`src/rtl/train_sequencer_pkg.sv`:
```
// Shared training package: sequencer states, default run geometry and the
// output strobe bundle.
package train_sequencer_pkg;

    localparam int unsigned DEF_COUNT_DELAY = 10;
    localparam int unsigned DEF_N_SAMPLES   = 16;
    localparam int unsigned DEF_N_EPOCHS    = 4;
    localparam int unsigned IDX_W           = 16;

    typedef enum logic [2:0] {
        IDLE,
        LOAD,
        FWD,
        BWD,
        ACC,
        UPDATE,
        DONE
    } state_e;

    typedef struct packed {
        logic sample_ready;
        logic fwd_enable;
        logic fwd_sample;
        logic bwd_enable;
        logic bwd_sample;
        logic acc_clear;
        logic acc_en;
        logic upd_en;
        logic busy;
        logic done;
    } ctrl_t;

    // The stage counter spans three stage periods of p cycles.
    function automatic int unsigned stage_cnt_w(input int unsigned p);
        return $clog2(3 * p) + 1;
    endfunction

endpackage

```
`src/rtl/stage_timer.sv`:
```
// Three-stage settle timer shared by the forward and backward passes.
// tick/last describe the cycle that begins at the next clock edge.
module stage_timer
    import train_sequencer_pkg::*;
#(
    parameter int unsigned P = DEF_COUNT_DELAY + 1
) (
    input  logic clk,
    input  logic reset,
    input  logic clr,
    input  logic en,
    output logic tick,
    output logic last
);

    localparam int unsigned LEN   = 3 * P;
    localparam int unsigned CNT_W = stage_cnt_w(P);
    localparam int unsigned PH_W  = $clog2(P) + 1;

    logic [CNT_W-1:0] cnt_q, cnt_d;
    logic [PH_W-1:0]  ph_q, ph_d;

    // Wrap counter over the whole pass plus a position within the current stage.
    always_comb begin
        cnt_d = cnt_q;
        ph_d  = ph_q;
        tick  = 1'b0;
        last  = 1'b0;
        if (clr) begin
            cnt_d = '0;
            ph_d  = '0;
        end else if (en) begin
            cnt_d = cnt_q + CNT_W'(1);
            ph_d  = (ph_q == PH_W'(P - 1)) ? '0 : ph_q + PH_W'(1);
        end
        if (clr || en) begin
            tick = (ph_d == PH_W'(P - 1));
            last = (cnt_d == CNT_W'(LEN - 1));
        end
    end

    always_ff @(posedge clk or posedge reset) begin
        if (reset) begin
            cnt_q <= '0;
            ph_q  <= '0;
        end else begin
            cnt_q <= cnt_d;
            ph_q  <= ph_d;
        end
    end

endmodule

```
`src/rtl/train_sequencer.sv`:
```
// Training-run sequencer: steps samples through load, forward, backward and
// accumulate, then applies a weight update per epoch.
module train_sequencer
    import train_sequencer_pkg::*;
#(
    parameter int unsigned COUNT_DELAY = DEF_COUNT_DELAY,
    parameter int unsigned N_SAMPLES   = DEF_N_SAMPLES,
    parameter int unsigned N_EPOCHS    = DEF_N_EPOCHS
) (
    input  logic             clk,
    input  logic             reset,
    input  logic             start,
    input  logic             abort,
    input  logic             sample_valid,
    output logic             sample_ready,
    output logic             fwd_enable,
    output logic             fwd_sample,
    output logic             bwd_enable,
    output logic             bwd_sample,
    output logic             acc_clear,
    output logic             acc_en,
    output logic             upd_en,
    output logic             busy,
    output logic             done,
    output logic [IDX_W-1:0] sample_idx,
    output logic [IDX_W-1:0] epoch_idx
);

    localparam int unsigned P = COUNT_DELAY + 1;

    state_e           state_q, state_d;
    logic [IDX_W-1:0] sample_idx_q, sample_idx_d;
    logic [IDX_W-1:0] epoch_idx_q, epoch_idx_d;
    logic             stage_last_q;
    ctrl_t            out_q, out_d;
    logic             timer_clr, timer_en, timer_tick, timer_last;

    stage_timer #(
        .P(P)
    ) u_stage_timer (
        .clk   (clk),
        .reset (reset),
        .clr   (timer_clr),
        .en    (timer_en),
        .tick  (timer_tick),
        .last  (timer_last)
    );

    // Next state, index updates, timer control and registered Moore outputs.
    always_comb begin
        state_d      = state_q;
        sample_idx_d = sample_idx_q;
        epoch_idx_d  = epoch_idx_q;
        timer_clr    = 1'b0;
        timer_en     = 1'b0;
        out_d        = '0;

        case (state_q)
            IDLE: begin
                if (start) begin
                    state_d      = LOAD;
                    sample_idx_d = '0;
                    epoch_idx_d  = '0;
                end
            end
            LOAD: begin
                if (sample_valid && out_q.sample_ready) begin
                    state_d = FWD;
                end
            end
            FWD: begin
                if (stage_last_q) begin
                    state_d = BWD;
                end
            end
            BWD: begin
                if (stage_last_q) begin
                    state_d = ACC;
                end
            end
            ACC: begin
                if (sample_idx_q == IDX_W'(N_SAMPLES - 1)) begin
                    state_d = UPDATE;
                end else begin
                    sample_idx_d = sample_idx_q + IDX_W'(1);
                    state_d      = LOAD;
                end
            end
            UPDATE: begin
                sample_idx_d = '0;
                if (epoch_idx_q == IDX_W'(N_EPOCHS - 1)) begin
                    state_d = DONE;
                end else begin
                    epoch_idx_d = epoch_idx_q + IDX_W'(1);
                    state_d     = LOAD;
                end
            end
            DONE:    state_d = IDLE;
            default: state_d = IDLE;
        endcase

        if (abort) begin
            state_d      = IDLE;
            sample_idx_d = sample_idx_q;
            epoch_idx_d  = epoch_idx_q;
        end

        timer_clr = abort
                 || ((state_d == FWD) && (state_q != FWD))
                 || ((state_d == BWD) && (state_q != BWD));
        timer_en  = (state_d == FWD) || (state_d == BWD);

        out_d.sample_ready = (state_d == LOAD);
        out_d.fwd_enable   = (state_d == FWD);
        out_d.fwd_sample   = (state_d == FWD) && timer_tick;
        out_d.bwd_enable   = (state_d == BWD);
        out_d.bwd_sample   = (state_d == BWD) && timer_tick;
        out_d.acc_clear    = ((state_q == IDLE) && (state_d == LOAD)) || (state_d == UPDATE);
        out_d.acc_en       = (state_d == ACC);
        out_d.upd_en       = (state_d == UPDATE);
        out_d.busy         = (state_d != IDLE);
        out_d.done         = (state_d == DONE);
    end

    always_ff @(posedge clk or posedge reset) begin
        if (reset) begin
            state_q      <= IDLE;
            sample_idx_q <= '0;
            epoch_idx_q  <= '0;
            stage_last_q <= 1'b0;
            out_q        <= '0;
        end else begin
            state_q      <= state_d;
            sample_idx_q <= sample_idx_d;
            epoch_idx_q  <= epoch_idx_d;
            stage_last_q <= timer_last;
            out_q        <= out_d;
        end
    end

    assign sample_ready = out_q.sample_ready;
    assign fwd_enable   = out_q.fwd_enable;
    assign fwd_sample   = out_q.fwd_sample;
    assign bwd_enable   = out_q.bwd_enable;
    assign bwd_sample   = out_q.bwd_sample;
    assign acc_clear    = out_q.acc_clear;
    assign acc_en       = out_q.acc_en;
    assign upd_en       = out_q.upd_en;
    assign busy         = out_q.busy;
    assign done         = out_q.done;
    assign sample_idx   = sample_idx_q;
    assign epoch_idx    = epoch_idx_q;

endmodule

```
`config.mk`:
```
export PLATFORM = sky130hd
export DESIGN_NAME = train_sequencer
export DESIGN_NICKNAME = d
export VERILOG_FILES = /design/src/rtl/train_sequencer_pkg.sv /design/src/rtl/stage_timer.sv /design/src/rtl/train_sequencer.sv
export SDC_FILE = /design/constraint.sdc
export NUM_CORES = 1
export LEC_CHECK = 0
export ABC_AREA = 0
export BUFFER_PORTS_ARGS = -buffer_cell sky130_fd_sc_hd__buf_2
export CAP_MARGIN = 20
export CORE_MARGIN = 3
export CORE_UTILIZATION = 45
export CTS_BUF_LIST = sky130_fd_sc_hd__clkbuf_2 sky130_fd_sc_hd__clkbuf_4 sky130_fd_sc_hd__clkbuf_8
export CTS_CLUSTER_SIZE = 10
export DETAILED_ROUTE_END_ITERATION = 10
export MAX_ROUTING_LAYER = met4
export PLACE_DENSITY_LB_ADDON = 0.12
export SLEW_MARGIN = 20
export SYNTH_ARGS = -nofsm -noshare
export SYNTH_HDL_FRONTEND = slang
export SYNTH_SLANG_ARGS = --single-unit
```
`constraint.sdc`:
```
create_clock -name clk -period 1.8 [get_ports clk]
set_input_delay 0 -clock clk [delete_from_list [all_inputs] [get_ports clk]]
set_output_delay 0 -clock clk [all_outputs]
set_load 0.01 [all_outputs]
```
==> metrics.log <==
INFO  metric wirelength = 9630 um
INFO  metric power_frac_comb = 10.7%
INFO  metric clock_insertion_delay_worst_skew = 0.34 ns
INFO  metric detail_route.iter0.violations = 184
INFO  metric num_vias = 3313
INFO  metric postSynth.topFlopCell = sky130_fd_sc_hd__dfrtp_1
INFO  metric hpwlAfterDp = 6200 um
INFO  metric final.period_utilization = 106%
INFO  metric powerDensity = 610 nW/um^2
INFO  metric max_clock_freq = 522 MHz
INFO  metric cts.path.max_buffers = 2
INFO  metric placement_rows = 30
INFO  metric hold_path_depth = 2
INFO  metric cts.root.buffer_cell = sky130_fd_sc_hd__clkbuf_8
INFO  metric portion_of_the_post_synthesis_area_used_by_sequential_elements = 45.6%
INFO  metric chipHeight = 90.1 um
INFO  metric vdd.ir_drop.worst = 0.000489 V
INFO  metric floorplan.initialDensity = 46.6%
INFO  metric design.die.area = 8110 um^2
INFO  metric max_cap_violations = 0
INFO  metric finalCriticalPeriod = 1.91 ns
INFO  metric route.detailed.vias_per_inst = 5.58
INFO  metric final_layout_size_suffix_gt1_share = 49.0%
INFO  metric placement.setup.worst_slack = -0.116 ns
INFO  metric worst_slack = -0.114 ns
INFO  metric cts-buffers-inserted = 9
INFO  metric grt_total_usage = 23.3%
INFO  metric global_route.usage.met1 = 28.4%
INFO  metric r2r.worst_path.cells = 7
INFO  metric violations = setup timing
INFO  metric grt_start_max_net_pins = 59
INFO  metric clock_power_share = 45.1%
INFO  metric avgSynthCellArea = 9.11 um^2
INFO  metric core_area = 6830 um^2
INFO  metric p_sw = 757 uW
INFO  metric dpl_cell_area = 4080 um^2
INFO  metric grt_first_pass_wirelength = 15000 um
INFO  metric share_of_flip_flops_with_an_asynchronous_set_or_reset_after_synthesis = 100%
INFO  metric route.detailed.wl_per_inst = 16.2 um
INFO  metric globalplace.congestion = 0.892
INFO  metric yosys_warning_count = 0
INFO  metric final.fill_count = 521
INFO  metric totalPowerFinal = 3.00 mW
INFO  metric clock-sinks = 58
INFO  metric power.share.switching = 25.3%
INFO  metric worst-slew-pin-transition = 0.512 ns
INFO  metric die_w = 90.1 um
INFO  metric report.final.setup_viol = 9
INFO  metric finish.instance_area = 4920 um^2
INFO  metric post_synth_num_cell_types = 56
INFO  metric post_synth_inst_count = 349
INFO  metric diodes = 0
INFO  metric timing.hold.worst.class = in2reg
INFO  metric slew-limit-headroom = 65.7%
INFO  metric outcome = complete, but fails checks
INFO  metric pint = 2.24 mW
INFO  metric design.final.nets = 503
INFO  metric timing_hold_violations_final = 0
INFO  metric final.hold.worst_slack = 0.0745 ns
INFO  metric grt_pass1_vias = 3108
INFO  metric drt-pass1-iter-count = 4
INFO  metric globalRoute.busiestLayer = met2
INFO  metric route.detailed.drc = 0
INFO  metric power_leakage = 2.26 nW
INFO  metric grt.met2_usage = 38.8%
INFO  metric grt_setup_unrepaired = yes
INFO  metric final.setup.tns = -0.454 ns
INFO  metric antenna_viol_nets_final = 0
INFO  metric finalClockSkew = 0.00955 ns
INFO  metric slew_viol_final = 0
INFO  metric synth-edff-count = 0
INFO  metric worst-path-max-fanout = 6
INFO  metric synth.net_count = 359
INFO  metric power_frac_seq = 44.2%
INFO  metric pin_count = 47
INFO  metric cts_max_level = 3
INFO  metric tritoncts_clock_tree = done
INFO  metric worst_setup_hold_path_clk_slew = 0.07 ns
INFO  metric worst_ep_required_time = 2.08 ns
INFO  metric worstSetupStartpointType = flip-flop
INFO  metric grt_use_met3 = 4.35%
INFO  metric critPathCaptureType = flip-flop
INFO  metric flow.area_growth_from_synthesis = 54.6%
INFO  metric synth.ff_latch_count = 58
INFO  metric cell_area_after_synthesis = 3180 um^2
INFO  metric worstPathArrival = 2.19 ns
INFO  metric number_of_antenna_violations_at_the_first_check_in_global_routing = 0
INFO  metric place.port_buffers = 46
INFO  metric worstSetupPathType = reg2reg
INFO  metric grt_overflow = 0
## worst max-delay path, cell delays in order, from the launching register on
cell                      delay (ns)
sky130_fd_sc_hd__dfrtp_2        0.44
sky130_fd_sc_hd__buf_4          0.17
sky130_fd_sc_hd__nor2_4         0.11
sky130_fd_sc_hd__o21a_1         0.22
sky130_fd_sc_hd__o21ai_4        0.11
sky130_fd_sc_hd__buf_4          0.16
sky130_fd_sc_hd__or4_1          0.52
sky130_fd_sc_hd__a21oi_2        0.13
## per-stage QoR
stage / instances / utilization (%)
6_report: 594 / 72.0
5_1_grt: 594 / 72.0
3_3_place_gp: 552 / 59.8
3_5_place_dp: 552 / 59.8
2_1_floorplan: 349 / -
4_1_cts: 576 / 65.0
## cells in the mapped netlist (all sizes together), types with 2 or more instances
| library cell | instances | area [um^2] |
|---|---|---|
| a21oi | 21 | 105 |
| or2 | 4 | 25.0 |
| ha | 5 | 62.6 |
| mux2i | 2 | 20.0 |
| buf | 6 | 35.0 |
| nor4b | 4 | 41.3 |
| nor4bb | 2 | 20.0 |
| or3 | 11 | 68.8 |
| and2 | 5 | 31.3 |
| nor2b | 2 | 12.5 |
| o211ai | 2 | 15.0 |
| xor2 | 5 | 43.8 |
| dfrtp | 58 | 1450 |
| inv | 8 | 30.0 |
| a2111oi | 2 | 23.8 |
| clkbuf | 9 | 35.0 |
| o31ai | 4 | 30.0 |
| a31oi | 4 | 25.0 |
| a41oi | 3 | 26.3 |
| or4 | 3 | 22.5 |
| and3 | 8 | 50.1 |
| nor3 | 13 | 76.3 |
| o21ai | 24 | 124 |
| nand2b | 3 | 18.8 |
| a211oi | 4 | 35.0 |
| and4bb | 2 | 25.0 |
| nor2 | 27 | 101 |
| nor3b | 2 | 15.0 |
| o21a | 2 | 15.0 |
| nor4 | 8 | 50.1 |
| nand3 | 18 | 90.1 |
| xnor2 | 11 | 96.3 |
| nand4 | 11 | 68.8 |
| nand2 | 40 | 150 |
| and4 | 4 | 35.0 |
## state kept, by name, indices dropped and copies added, names as in the netlist, 3 cells and up
name,cells
sample_idx,16
state_q,3
u_stage_timer.ph_q,5
u_stage_timer.cnt_q,7
epoch_idx,16
## timing repair
action                                  in CTS  in global routing
endpoints found under the setup margin      30                 51
hold endpoints to repair                    58                  0
setup buffers                                7                 16
resized for setup                           17                 81
hold buffers                                 1                  0
pin swaps                                    8                 39
gates cloned                                 0                  2
## worst paths after layout
| check | from | endpoint | slack [ns] |
|---|---|---|---|
| setup / recovery | state_q[1]$_DFF_PP0_ | sample_idx[7]$_DFFE_PP0P_ | -0.11 |
| hold / removal | abort | busy$_DFF_PP0_ | 0.07 |
| setup reg to reg | state_q[1]$_DFF_PP0_ | sample_idx[7]$_DFFE_PP0P_ | -0.11 |
| hold reg to reg | u_stage_timer.cnt_q[6]$_DFF_PP0_ | u_stage_timer.cnt_q[6]$_DFF_PP0_ | 0.61 |
| max in group asynchronous | reset | sample_idx[0]$_DFFE_PP0P_ | 1.25 |
| min in group asynchronous | reset | sample_idx[10]$_DFFE_PP0P_ | 0.25 |
## power groups by stage
stage | Clock, mW | Combinational (mW) | Sequential (mW)
2_1_floorplan | 0 | 0.121 | 1.35
3_3_place_gp | 0 | 0.208 | 1.35
3_5_place_dp | 0 | 0.209 | 1.35
4_1_cts | 1.36 | 0.231 | 1.33
5_1_grt | 1.43 | 0.345 | 1.33
6_report | 1.35 | 0.320 | 1.33
## logic make-up after synthesis
kind of cell / count (synthesis) / share of synthesized area, %
AO/OA/AOI/OAI: 76 / 15.3
XOR/XNOR: 16 / 4.41
adder cells (fa/ha/maj): 5 / 1.97
buffers and inverters: 23 / 3.15
flip-flops: 58 / 45.6
multiplexers: 2 / 0.629
AND/OR/NAND/NOR: 169 / 28.9
## metal layers
metal  vias to the layer above  wire, um
met3                        14       395
li1                       1568         -
met2                        79      4990
met5                         -         0
met4                         0        99
met1                      1652      4150
## cell type report
type                       instances  area (um^2)  share of cell area [%]
tap                               96          120                    2.44
sequential                        58         1460                    29.7
clock inverter                     7         93.8                    1.91
multi-input combinational        268         2030                    41.3
clock buffer                       9          124                    2.52
timing repair buffer             148         1060                    21.5
inverter                           8         30.0                   0.611
## placed cells by master, fill, tap and decap left out, types with 5 or more instances in the layout
cell / instances
sky130_fd_sc_hd__buf_2: 47
sky130_fd_sc_hd__buf_6: 13
sky130_fd_sc_hd__dfrtp_1: 52
sky130_fd_sc_hd__dfrtp_2: 6
sky130_fd_sc_hd__clkbuf_8: 9
sky130_fd_sc_hd__buf_4: 86
sky130_fd_sc_hd__or3_1: 6
sky130_fd_sc_hd__inv_1: 7
sky130_fd_sc_hd__nand4_1: 11
sky130_fd_sc_hd__xnor2_1: 11
sky130_fd_sc_hd__nor3_1: 8
sky130_fd_sc_hd__a21oi_1: 11
sky130_fd_sc_hd__and3_1: 6
sky130_fd_sc_hd__nand2_1: 36
sky130_fd_sc_hd__nand3_1: 14
sky130_fd_sc_hd__nor2_1: 22
sky130_fd_sc_hd__o21ai_1: 6
sky130_fd_sc_hd__a21oi_2: 8
sky130_fd_sc_hd__or3_4: 5
sky130_fd_sc_hd__o21ai_0: 17
No activity file was read; power rests on OpenSTA's default activity.
